<file path="src/rtl/period_meter.sv">
// Measures the period of an asynchronous input in sampling-clock cycles.
// Publishes the last period, an update pulse, a valid flag and a stopped-input timeout.
module period_meter #(
  parameter int              CNT_W       = 32,
  parameter int              SYNC_STAGES = 2,
  parameter longint unsigned MAX_PERIOD  = 65535
) (
  input  logic             clk,
  input  logic             RST_N,
  input  logic             PWRDWN,
  input  logic             sig_in,
  output logic [CNT_W-1:0] period_length,
  output logic             period_update,
  output logic             period_valid,
  output logic             timeout
);

  localparam logic [CNT_W-1:0] MAX_C = CNT_W'(MAX_PERIOD);
  localparam logic [CNT_W-1:0] ONE   = CNT_W'(1);

  typedef enum logic [1:0] {
    ST_IDLE    = 2'd0,
    ST_MEASURE = 2'd1,
    ST_TIMEOUT = 2'd2
  } state_e;

  logic [SYNC_STAGES-1:0] sync_q;
  logic                   sig_d_q;
  logic                   sig_s;
  logic                   rise;

  state_e                 state_q;
  logic [CNT_W-1:0]       cnt_q;
  logic [CNT_W-1:0]       len_q;
  logic                   upd_q;
  logic                   vld_q;
  logic                   tmo_q;

  // Synchronizer and edge-delay flop keep running through power-down.
  always_ff @(posedge clk or negedge RST_N) begin
    if (!RST_N) begin
      sync_q  <= '0;
      sig_d_q <= 1'b0;
    end else begin
      sync_q  <= {sync_q[SYNC_STAGES-2:0], sig_in};
      sig_d_q <= sig_s;
    end
  end

  assign sig_s = sync_q[SYNC_STAGES-1];
  assign rise  = sig_s & ~sig_d_q;

  always_ff @(posedge clk or negedge RST_N) begin
    if (!RST_N) begin
      state_q <= ST_IDLE;
      cnt_q   <= '0;
      len_q   <= '0;
      upd_q   <= 1'b0;
      vld_q   <= 1'b0;
      tmo_q   <= 1'b0;
    end else begin
      upd_q <= 1'b0;
      if (PWRDWN) begin
        state_q <= ST_IDLE;
        cnt_q   <= '0;
        len_q   <= '0;
        vld_q   <= 1'b0;
        tmo_q   <= 1'b0;
      end else begin
        case (state_q)
          ST_IDLE: begin
            if (rise) begin
              cnt_q   <= ONE;
              state_q <= ST_MEASURE;
            end
          end
          ST_MEASURE: begin
            // An edge landing on the MAX_PERIOD cycle is still a valid measurement.
            if (rise) begin
              len_q <= cnt_q;
              upd_q <= 1'b1;
              vld_q <= 1'b1;
              tmo_q <= 1'b0;
              cnt_q <= ONE;
            end else if (cnt_q == MAX_C) begin
              len_q   <= '0;
              vld_q   <= 1'b0;
              tmo_q   <= 1'b1;
              state_q <= ST_TIMEOUT;
            end else begin
              cnt_q <= cnt_q + ONE;
            end
          end
          ST_TIMEOUT: begin
            // Counter stays saturated; timeout holds until the next real update.
            if (rise) begin
              cnt_q   <= ONE;
              state_q <= ST_MEASURE;
            end
          end
          default: state_q <= ST_IDLE;
        endcase
      end
    end
  end

  assign period_length = len_q;
  assign period_update = upd_q;
  assign period_valid  = vld_q;
  assign timeout       = tmo_q;

endmodule

</file>
<file path="config.mk">
export PLATFORM = sky130hd
export DESIGN_NAME = period_meter
export DESIGN_NICKNAME = d
export VERILOG_FILES = /design/src/rtl/period_meter.sv
export SDC_FILE = /design/constraint.sdc
export NUM_CORES = 1
export LEC_CHECK = 0
export CAP_MARGIN = 40
export CORE_ASPECT_RATIO = 0.8
export CORE_UTILIZATION = 60
export CTS_CLUSTER_DIAMETER = 60
export DETAILED_ROUTE_END_ITERATION = 8
export MAX_ROUTING_LAYER = met4
export PLACE_DENSITY = 0.93
export SLEW_MARGIN = 20
export SYNTH_ARGS = -nofsm -noshare
export SYNTH_HDL_FRONTEND = slang
export SYNTH_SLANG_ARGS = --single-unit
</file>
<file path="constraint.sdc">
create_clock -name clk -period 4.9 [get_ports clk]
set_clock_uncertainty 0.2 [all_clocks]
set_input_delay 0.98 -clock clk [delete_from_list [all_inputs] [get_ports clk]]
set_output_delay 0.98 -clock clk [all_outputs]
set_load 0.005 [all_outputs]
</file>
==> reports/results.ini <==
[run_status]
status = finished, final reports clean

[cells_and_area]
num_antenna_cells = 0
synthToLayoutAreaGrowth_pct = 18.6
final_cell_count_no_fill = 452
multi_input_area_sq_um = 1570
n_fill_cell = 404
finalInstanceArea_sq_um = 4160
seq_area_sq_um = 1800
nets = 374
drive_gt1_share_pct = 10.2

[pwr]
p_leak_nw = 1.84
ir_drop_mv = 0.186
powerDensity_nw_per_um2 = 285

[global_route]
gr-usage-all-layers_pct = 33.1
antenna_found_initial = 0
grt_max_degree = 41
grt_pass1_vias = 3079
grt_overflow_total = 0
grt_pass1_wl_um = 15100

[timing]
holdWs_ns = 0.184
hold_viol_final = 0
tightest_slew_ns = 0.740
min_period_ns = 3.07
drv_slew = 0
fmax_mhz = 326
finalCritPeriodShare_pct = 62.7
grt_setup_unrepaired = no
setup_viol = 0
slew_headroom_pct = 50.6
setup_tns_ns = 0

[placement]
gp_congestion = 0.939
placed_cells = 434
io_buffer_count = 38
dpl.hpwl_um = 5590
placed_area_sq_um = 3910

[worst_setup_path]
critPathRequiredTime_ns = 4.97
crit_fanout = 16
path_delay_family = compound AO/OA/AOI/OAI gates
r2r_cells = 5
cp-end-kind = flip-flop
cpMaxStageDelayCell = clkdlybuf4s50_1
path_buf_inv = 1
r2r-start = sync_q[1]
arrival_ns = 3.14
crit_type = input port to flip-flop
path_cells = clkdlybuf4s50_1 > nor3_1 > o21a_1 > a41oi_1 > a31oi_1
cpPeakStageDelay_ns = 0.73
startpoint_type = input port
r2r-end = period_length[19]
rrSetupSlack_ns = 2.22

[hold_path]
min_to = sync_q[1]
hold_class = flip-flop to flip-flop
hp-start = sync_q[0]
hold_depth = 0

[clocking]
numCtsBuffers = 9
clock_path_buffers = 2
clk_transition_reported_paths_ns = 0.07
cts-root-buf = clkbuf_8
cts_sinks = 72
postCtsSetupBuffers = 0
cts_resized = 0
cts_tree = yes
clock_latency_ns = 0.35
ctsHoldBuffers = 0
cts_htree_levels = 3

[routing]
drt_drc_violations_left = 0
wl_met1_um = 3770
antenna_left = 0
dr.pass1.iters = 5
drt-wirelength-per-cell_um = 19.8
met3_length_um = 727
via_count = 3081
totalWireLength_um = 8970
top_layer = met4
wl_met2_um = 4300
drt_iter0_drc = 325
drt-vias-per-instance = 6.82

[synth]
syn_area_sq_um = 3510
avgSynthCellArea_sq_um = 10.4
yosys.cell_count.top_type = dfrtp_1
yosysWarnings = 0
synth_cells = 336
synth_edf_count = 0
yosysUniqueCellTypes = 49
yosys.area.top_type = dfrtp_1
ys_ff_latch = 72
synthTopCellsByArea = dfrtp_1, a22o_1, nand2_1
synth_flop_cell = dfrtp_1
yosysTopAreaCellShare_pct = 51.3
synth_commonest_cells = dfrtp_1, a22o_1, nand2_1, o21ai_0, a21oi_1
syn_nets = 341
seq_area_frac_synth_pct = 51.3
async_reset_ff_share_pct = 100

[flow_run]
max_cap_violations = 0

[die]
fp.dieArea_sq_um = 6160
core_sq_um = 5560
die-height_um = 70.4
ios = 39
start_util_pct = 63.2
die_w_um = 87.5
rows = 24

power breakdown:
part           switching (mW)  total, mW  leakage [nW]  internal, mW
clock network           0.221      0.520         0.106         0.300
logic                  0.0458     0.0640         0.741        0.0182
registers             0.00398      0.601         0.997         0.597
total                   0.270       1.19          1.84         0.915
worst max path at each step:
stage	from	endpoint	slack [ns]	depth (start not counted)
6_report	PWRDWN	cnt_q[13]	1.83	5
5_1_grt	PWRDWN	cnt_q[20]	1.61	5
4_1_cts	PWRDWN	cnt_q[15]	1.71	4
3_5_place_dp	PWRDWN	cnt_q[18]	1.34	4
3_3_place_gp	PWRDWN	cnt_q[5]	1.45	5
2_1_floorplan	PWRDWN	cnt_q[24]	2.46	6
state kept, by name, summed over array words and instances (netlist names):
register / cells
cnt_q: 32
sig_d_q: 1
period_update: 1
sync_q: 2
timeout: 1
period_length: 32
state_q: 2
period_valid: 1
cell type report:
cell class	instances	area share (%)
Sequential cell	72	43.3
Multi-Input combinational cell	234	37.7
Timing Repair Buffer	46	10.9
Clock buffer	11	3.40
Tap cell	78	2.34
Clock inverter	5	1.92
Inverter	6	0.541
per-stage QoR:
| stage | worst slack, ns | total power, mW | util [%] |
|---|---|---|---|
| detailed placement | 1.34 | 0.674 | 70.4 |
| floorplan | 2.46 | 0.648 | - |
| global route | 1.61 | 1.22 | 74.9 |
| CTS | 1.71 | 1.19 | 74.4 |
| finish | 1.83 | 1.19 | 74.9 |
| global placement | 1.45 | 0.671 | 70.2 |
layer usage:
metal / GRT usage, % / vias up
li1: - / 1362
met1: 42.8 / 1524
met2: 49.0 / 171
met3: 10.9 / 24
met4: 11.5 / 0
met5: - / -
logic make-up (layout without fill, tap and decap cells):
kind of cell               Yosys count  after routing  synth area share, %
AOI/OAI and AO/OA                  121            121                 24.8
and+or+nand+nor                    111            111                 19.1
DFF                                 72             72                 51.3
buffers and inverters               30             68                 4.21
adders and majority gates            1              1                0.356
muxes                                1              1                0.285
placed cells by master (no fill, tap or decap), types with 2 or more instances in the layout:
cell type | netlist | routed
dfrtp_1 | 72 | 72
o31ai_1 | 5 | 5
nor4_2 | 2 | 2
a21o_1 | 8 | 8
nand3_1 | 12 | 12
nand2_1 | 27 | 27
or3_1 | 3 | 3
nand4_1 | 10 | 10
nor4_1 | 5 | 5
clkdlybuf4s50_1 | 0 | 37
a211o_1 | 5 | 5
a22o_1 | 32 | 32
a31oi_1 | 14 | 14
and2_1 | 2 | 2
nor2_1 | 11 | 10
or2_2 | 3 | 3
nor4_4 | 2 | 2
nor2_2 | 1 | 2
nand4_4 | 2 | 2
nor3_1 | 11 | 11
buf_4 | 1 | 6
clkbuf_8 | 0 | 10
a211oi_1 | 3 | 3
clkinvlp_4 | 0 | 2
o21a_1 | 2 | 2
a2bb2oi_1 | 2 | 2
and4_1 | 6 | 6
o21ai_0 | 18 | 18
nand2b_1 | 3 | 3
inv_1 | 6 | 6
bufinv_16 | 0 | 2
a41oi_1 | 6 | 6
and3_1 | 7 | 7
o21ai_1 | 2 | 2
a21oi_1 | 15 | 14
a21boi_0 | 2 | 2
Power figures use the tool's default switching activity.
